===== src/rtl/prewitt_window_ctrl_if.sv =====
// Raster pixel stream into the Prewitt window controller.
// The master drives valid/sof/data, and the controller answers with ready.
interface prewitt_window_ctrl_if #(
   parameter int DATA_W = 8
);
   logic              s_valid;
   logic              s_ready;
   logic              s_sof;
   logic [DATA_W-1:0] s_data;

   modport master (output s_valid, s_sof, s_data, input s_ready);
   modport slave  (input s_valid, s_sof, s_data, output s_ready);
endinterface


===== src/rtl/prewitt_window_ctrl.sv =====
// Front-end sequencer for the 3x3 Prewitt window. It tracks the raster position and
// drives two rotating line buffers, the window shift strobe and the interior-valid flag.
module prewitt_window_ctrl #(
   parameter int PIC_WIDTH  = 320,
   parameter int PIC_HEIGHT = 240,
   parameter int DATA_W     = 8,
   parameter int ADDR_W     = 9
) (
   input  logic                  clk,
   input  logic                  rst_n,
   prewitt_window_ctrl_if.slave  strm,
   input  logic                  stall,
   output logic [ADDR_W-1:0]     lb_addr,
   output logic                  lb_wr_en,
   output logic                  lb_sel,
   output logic [DATA_W-1:0]     pix_out,
   output logic                  mat_valid,
   output logic                  win_valid,
   output logic [ADDR_W-1:0]     out_col,
   output logic [ADDR_W-1:0]     out_row,
   output logic                  frame_done,
   output logic                  err_sof
);

   localparam logic [ADDR_W-1:0] COL_LAST = ADDR_W'(PIC_WIDTH - 1);
   localparam logic [ADDR_W-1:0] ROW_LAST = ADDR_W'(PIC_HEIGHT - 1);
   localparam logic [ADDR_W-1:0] ROW_ONE  = ADDR_W'(1);
   localparam logic [ADDR_W-1:0] POS_TWO  = ADDR_W'(2);

   typedef enum logic [1:0] {IDLE, FILL, RUN, DONE} state_t;

   state_t            state, state_nxt;
   logic [ADDR_W-1:0] col, row;
   logic              sel_q;

   logic [ADDR_W-1:0] cur_col, cur_row;
   logic              cur_sel;
   logic              beat, take, restart, err_det, col_last, row_last;

   assign strm.s_ready = !stall && (state != DONE);
   assign frame_done   = (state == DONE);

   // A beat carrying s_sof restarts the raster at col 0/row 0, so every position
   // decision uses the restarted coordinates instead of the stored counters.
   always_comb begin
      // NOTE: every signal gets a default first, so no path through this block infers a latch.
      state_nxt = state;
      beat      = strm.s_valid && strm.s_ready;
      take      = beat && ((state != IDLE) || strm.s_sof);
      restart   = take && strm.s_sof;
      err_det   = restart && (state != IDLE) && ((col != '0) || (row != '0));
      cur_col   = restart ? '0   : col;
      cur_row   = restart ? '0   : row;
      cur_sel   = restart ? 1'b0 : sel_q;
      col_last  = (cur_col == COL_LAST);
      row_last  = (cur_row == ROW_LAST);

      case (state)
         IDLE: if (take) state_nxt = FILL;
         FILL: begin
            if (restart)                                       state_nxt = FILL;
            else if (take && col_last && (cur_row == ROW_ONE)) state_nxt = RUN;
         end
         RUN: begin
            if (restart)                          state_nxt = FILL;
            else if (take && col_last && row_last) state_nxt = DONE;
         end
         DONE:    state_nxt = IDLE;
         default: state_nxt = IDLE;
      endcase
   end

   always_ff @(posedge clk or negedge rst_n) begin
      if (!rst_n) state <= IDLE;
      else        state <= state_nxt;
   end

   // The buffer rotation flips on each line wrap and applies from the next beat onward.
   always_ff @(posedge clk or negedge rst_n) begin
      if (!rst_n) begin
         col   <= '0;
         row   <= '0;
         sel_q <= 1'b0;
      end else if (take) begin
         // NOTE: non-blocking assignments keep every register sampling pre-edge values.
         if (col_last) begin
            col   <= '0;
            row   <= row_last ? '0 : cur_row + 1'b1;
            sel_q <= ~cur_sel;
         end else begin
            col   <= cur_col + 1'b1;
            row   <= cur_row;
            sel_q <= cur_sel;
         end
      end
   end

   always_ff @(posedge clk or negedge rst_n) begin
      if (!rst_n) begin
         mat_valid <= 1'b0;
         lb_wr_en  <= 1'b0;
         win_valid <= 1'b0;
         err_sof   <= 1'b0;
         lb_addr   <= '0;
         out_col   <= '0;
         out_row   <= '0;
         pix_out   <= '0;
         lb_sel    <= 1'b0;
      end else begin
         mat_valid <= take;
         lb_wr_en  <= take;
         err_sof   <= err_det;
         win_valid <= take && (state == RUN) && (cur_row >= POS_TWO) && (cur_col >= POS_TWO);
         if (take) begin
            lb_addr <= cur_col;
            out_col <= cur_col;
            out_row <= cur_row;
            pix_out <= strm.s_data;
            lb_sel  <= cur_sel;
         end
      end
   end

endmodule


===== src/flat_wrapper.sv =====
// flat-port wrapper written by rule: the top's interface ports become plain ports
module prewitt_window_ctrl_flat 
#(
   parameter int PIC_WIDTH  = 320,
   parameter int PIC_HEIGHT = 240,
   parameter int DATA_W     = 8,
   parameter int ADDR_W     = 9
)
  (clk, rst_n, stall, lb_addr, lb_wr_en, lb_sel, pix_out, mat_valid, win_valid, out_col, out_row, frame_done, err_sof, strm_s_valid, strm_s_sof, strm_s_data, strm_s_ready);
  prewitt_window_ctrl_if #(.DATA_W(DATA_W)) strm_i ();
  input  logic clk;
  input  logic rst_n;
  input  logic stall;
  output logic [ADDR_W-1:0] lb_addr;
  output logic lb_wr_en;
  output logic lb_sel;
  output logic [DATA_W-1:0] pix_out;
  output logic mat_valid;
  output logic win_valid;
  output logic [ADDR_W-1:0] out_col;
  output logic [ADDR_W-1:0] out_row;
  output logic frame_done;
  output logic err_sof;
  input wire logic [$bits(strm_i.s_valid)-1:0] strm_s_valid;
  input wire logic [$bits(strm_i.s_sof)-1:0] strm_s_sof;
  input wire logic [$bits(strm_i.s_data)-1:0] strm_s_data;
  output wire logic [$bits(strm_i.s_ready)-1:0] strm_s_ready;
  assign strm_i.s_valid = strm_s_valid;
  assign strm_i.s_sof = strm_s_sof;
  assign strm_i.s_data = strm_s_data;
  assign strm_s_ready = strm_i.s_ready;
  prewitt_window_ctrl #(.PIC_WIDTH(PIC_WIDTH), .PIC_HEIGHT(PIC_HEIGHT), .DATA_W(DATA_W), .ADDR_W(ADDR_W)) u_core (.clk(clk), .rst_n(rst_n), .strm(strm_i), .stall(stall), .lb_addr(lb_addr), .lb_wr_en(lb_wr_en), .lb_sel(lb_sel), .pix_out(pix_out), .mat_valid(mat_valid), .win_valid(win_valid), .out_col(out_col), .out_row(out_row), .frame_done(frame_done), .err_sof(err_sof));
endmodule

===== config.mk =====
export PLATFORM = sky130hd
export DESIGN_NAME = prewitt_window_ctrl_flat
export DESIGN_NICKNAME = d
export VERILOG_FILES = /design/src/rtl/prewitt_window_ctrl_if.sv /design/src/rtl/prewitt_window_ctrl.sv /design/src/flat_wrapper.sv
export SDC_FILE = /design/constraint.sdc
export NUM_CORES = 1
export LEC_CHECK = 0
export CORE_ASPECT_RATIO = 0.8
export CORE_UTILIZATION = 40
export DETAILED_ROUTE_END_ITERATION = 12
export PLACE_DENSITY = 0.67
export SLEW_MARGIN = 40
export SYNTH_ARGS = -nofsm -noshare
export SYNTH_HDL_FRONTEND = slang
export SYNTH_SLANG_ARGS = --single-unit

===== constraint.sdc =====
create_clock -name clk -period 2.57 [get_ports clk]
set_input_delay 0.514 -clock clk [delete_from_list [all_inputs] [get_ports clk]]
set_output_delay 0.514 -clock clk [all_outputs]
set_load 0.01 [all_outputs]

==> flow_metrics.env <==
export IMPL_synth_enable_flop_cells=0
export IMPL_fin_crit_sh=0.9397
export IMPL_timing_critical_path_slowest_stage_cell="sky130_fd_sc_hd__or4_4"
export IMPL_synthSimpleGateAreaFrac=0.2397
export IMPL_hold_violations=0
export IMPL_synth_xor_area_share=0.01910
export IMPL_post_synth_top_area_share=0.4638
export IMPL_internal_power_mw=1.293
export IMPL_cellLeakagePower_nw=1.468
export IMPL_layout_min_cycle_time_ns=2.415
export IMPL_detail_route_drc_violations=0
export IMPL_diodes=0
export IMPL_synth_largest_area_cell="sky130_fd_sc_hd__dfrtp_1"
export IMPL_nets=371
export IMPL_area_growth_pct=30.60
export IMPL_globalRoute_totalOverflow=0
export IMPL_power_frac_clock=0.257
export IMPL_sequential_power_share=0.514
export IMPL_cp_end_kind="flip-flop"
export IMPL_worst_clock_skew_ns=0.004934
export IMPL_timing_max_cap_violations=0
export IMPL_number_of_buffer_and_inverter_instances_along_the_worst_setup_path=2
export IMPL_power_density_nw_per_um2=508.4
export IMPL_drtPass1Iterations=5
export IMPL_synth_seq_area_share=0.4638
export IMPL_first_global_vias=2354
export IMPL_clk_pin_slew_worst_paths_ns=0.09
export IMPL_grt_first_pass_wirelength_um=11500
export IMPL_via_count=2405
export IMPL_synth_area_um2=2751
export IMPL_cp_cell_instances="clkdlybuf4s50_1 > a21o_1 > inv_2 > nand3_1 > and2_1 > ha_1 > and4_1 > nand4_4 > or4_4 > a21oi_2"
export IMPL_tightestPinTransition_ns=0.7482
export IMPL_crit_path_arrival_time_ns=2.66
export IMPL_gp_congestion=0.9042
export IMPL_die_y_um=76.18
export IMPL_run_status="completed"
export IMPL_rr_startpoint="u_core.state[1]"
export IMPL_clock_latency_ns=0.31
export IMPL_finalHoldWorstSlack_ns=0.1872
export IMPL_synth_seq_cells=51
export IMPL_worst_setup_path_start_kind="input pin"
export IMPL_pin_count=55
export IMPL_initial_utilization=0.4229
export IMPL_synth_nets=307
export IMPL_layout_cells_most_common_list="sky130_fd_sc_hd__nand2_1, sky130_fd_sc_hd__clkdlybuf4s50_1, sky130_fd_sc_hd__dfrtp_1, sky130_fd_sc_hd__a21oi_1, sky130_fd_sc_hd__buf_4"
export IMPL_commonest_non_fill_non_tap_cell_in_the_layout="sky130_fd_sc_hd__nand2_1"
export IMPL_all_layer_global_routing_usage=0.2028
export IMPL_cts_buffers=5
export IMPL_cpLargestDelayFamily="simple AND/OR/NAND/NOR gates"
export IMPL_place_detailed_hpwl_um=4877
export IMPL_reg2reg_slack_ns=0.43
export IMPL_yosys_cell_types_count=61
export IMPL_drtAntennaViolNets=0
export IMPL_ctsLongestPathBuffers=2
export IMPL_setup_viol_count_final=0
export IMPL_fmax_mhz=414.1
export IMPL_dr_wl_met3_um=380
export IMPL_fillers=619
export IMPL_postSynth_asyncResetShare=1.000
export IMPL_synth_mux_area_frac=0.04047
export IMPL_cts_sink_count=51
export IMPL_worst_ep_required_ns=2.82
export IMPL_cts_tree="built"
export IMPL_crit_reg2reg_capture="u_core.row[4]"
export IMPL_report_final_slew_viol_count=0
export IMPL_grt_antenna_before_repair=0
export IMPL_ys_top_cells_by_area="sky130_fd_sc_hd__dfrtp_1, sky130_fd_sc_hd__nand2_1, sky130_fd_sc_hd__a21oi_1"
export IMPL_p_total_mw=1.827
export IMPL_synth_top_family_by_area="simple AND/OR/NAND/NOR gates"
export IMPL_path_category_of_the_worst_min_delay_check="in2async"
export IMPL_drive_above_1_share=0.1582
export IMPL_wl_per_cell_um=15.19
export IMPL_top_signal_layer_used="met4"
export IMPL_cts_max_level=2
export IMPL_horiz_die_dim_um=94.73
export IMPL_met2_length_um=3147
export IMPL_dominantRegCellSynth="sky130_fd_sc_hd__dfrtp_1"
export IMPL_synth_compound_area_frac=0.1360
export IMPL_io_buffers=54
export IMPL_worst_path_max_fanout=6
export IMPL_coreArea_um2=6506
export IMPL_place_area_um2=3476
export IMPL_post_drt_via_cell_ratio=5.491
export IMPL_p_sw_uw=534.0
export IMPL_cts_root_buffer_cell="sky130_fd_sc_hd__clkbuf_8"
export IMPL_critPathKind="in2reg"
export IMPL_first_iter_violations=116
export IMPL_fp_row_count=26
export IMPL_pwr_share_comb=0.229
export IMPL_rsz_0062_raised_after_global_routing="no"
export IMPL_reg2regPathDepth=12
export IMPL_worst_slew_margin_rel=0.4944
export IMPL_floorplan_die_area_um2=7216
export IMPL_postSynthCellCount=289
export IMPL_vdd_ir_drop_max_mv=0.2582
export IMPL_crit_path_max_incr_delay_ns=0.51
export IMPL_synth_adder_area_share=0.02274
export IMPL_syn_mean_instance_area_um2=9.520
export IMPL_power_switching_share=0.2923
export IMPL_postLayoutCellArea_um2=3593
export IMPL_grt_max_degree=30
export IMPL_totalWireLength_um=6652
export IMPL_wirelength_met1_um=3065
export IMPL_yosys_warn_count=0
-- how the worst max path moves through the flow --
| stage | slack, ns | startpoint | cells past startpoint | to |
|---|---|---|---|---|
| 6_report | 0.15 | stall | 10 | u_core.state[1] |
| 3_3_place_gp | -0.21 | stall | 10 | u_core.col[1] |
| 5_1_grt | 0.009 | stall | 11 | u_core.sel_q |
| 4_1_cts | 0.11 | stall | 10 | u_core.col[1] |
| 3_5_place_dp | -0.22 | stall | 10 | u_core.col[1] |
| 2_1_floorplan | 0.06 | u_core.state[0] | 11 | u_core.state[1] |
-- cell usage after synthesis (2+ instances only) --
cell type	n
sky130_fd_sc_hd__and4_1	2
sky130_fd_sc_hd__buf_2	10
sky130_fd_sc_hd__or3_1	2
sky130_fd_sc_hd__clkbuf_1	5
sky130_fd_sc_hd__buf_4	13
sky130_fd_sc_hd__nor2_1	12
sky130_fd_sc_hd__nand4_1	3
sky130_fd_sc_hd__ha_1	5
sky130_fd_sc_hd__mux2_1	8
sky130_fd_sc_hd__o21ai_0	4
sky130_fd_sc_hd__nor4_1	6
sky130_fd_sc_hd__a41oi_1	2
sky130_fd_sc_hd__and3_1	3
sky130_fd_sc_hd__nand3b_1	3
sky130_fd_sc_hd__a21oi_1	31
sky130_fd_sc_hd__inv_1	8
sky130_fd_sc_hd__nand2_1	54
sky130_fd_sc_hd__o21ai_1	4
sky130_fd_sc_hd__o41ai_1	2
sky130_fd_sc_hd__or4_1	3
sky130_fd_sc_hd__dfrtp_1	51
sky130_fd_sc_hd__o211ai_1	2
sky130_fd_sc_hd__nand4b_1	3
sky130_fd_sc_hd__nor3_1	6
sky130_fd_sc_hd__nand2b_1	3
sky130_fd_sc_hd__nand3_1	7
sky130_fd_sc_hd__a211oi_1	3
-- power groups by stage --
stage	Sequential (mW)	Clock [mW]	Combinational (mW)
floorplan	0.954	0	0.193
global placement	0.953	0	0.417
detailed placement	0.954	0	0.419
CTS	0.939	0.488	0.422
global route	0.948	0.516	0.462
finish	0.938	0.470	0.419
-- routing by layer --
metal	up-vias	GRT usage
met5	-	0
met4	0	0.06364
met3	6	0.03094
met2	73	0.3122
met1	1178	0.2916
li1	1148	-
-- what timing repair did --
action / 4_1_cts / 5_1_grt
setup endpoints to repair: 0 / 9
buffers inserted: 0 / 1
hold buffers: 0 / 0
hold endpoints to repair: 0 / 0
resized for setup: 0 / 3
-- layout make-up --
class / count / area (um^2) / share of cell area
flip-flops and latches: 51 / 1276 / 0.3552
clock inverters: 2 / 12.51 / 0.003482
multi-input cells: 199 / 1285 / 0.3576
well taps: 84 / 105.1 / 0.02925
inverters: 9 / 33.78 / 0.009401
repair buffers: 87 / 808.3 / 0.2249
clock buffers: 6 / 72.57 / 0.02019
-- sequential cells by signal (all words and copies together) (netlist names) --
name / cells
u_core.lb_wr_en: 1
u_core.col: 9
u_core.sel_q: 1
u_core.state: 2
u_core.err_sof: 1
u_core.win_valid: 1
u_core.lb_addr: 9
u_core.lb_sel: 1
u_core.row: 9
u_core.pix_out: 8
u_core.out_row: 9
-- through the flow --
step	setup TNS, ns	std cells	util	setup slack [ns]
final	0	438	0.5523	0.1549
after global routing	0	438	0.5523	0.009448
after CTS	0	437	0.5473	0.1121
after detailed placement	-1.991	429	0.5342	-0.2152
after global placement	-1.427	429	0.5342	-0.2068
after floorplan	0	289	-	0.05659
-- cells by family (layout without fill, tap and decap cells) --
group                      Yosys count  in the layout
muxes                               10             10
DFF                                 51             51
buffers and inverters               39            104
adders and majority gates            5              5
and+or+nand+nor                    121            121
AOI/OAI and AO/OA                   60             60
xor gates and xnor gates             3              3
No activity file was read; power rests on OpenSTA's default activity.
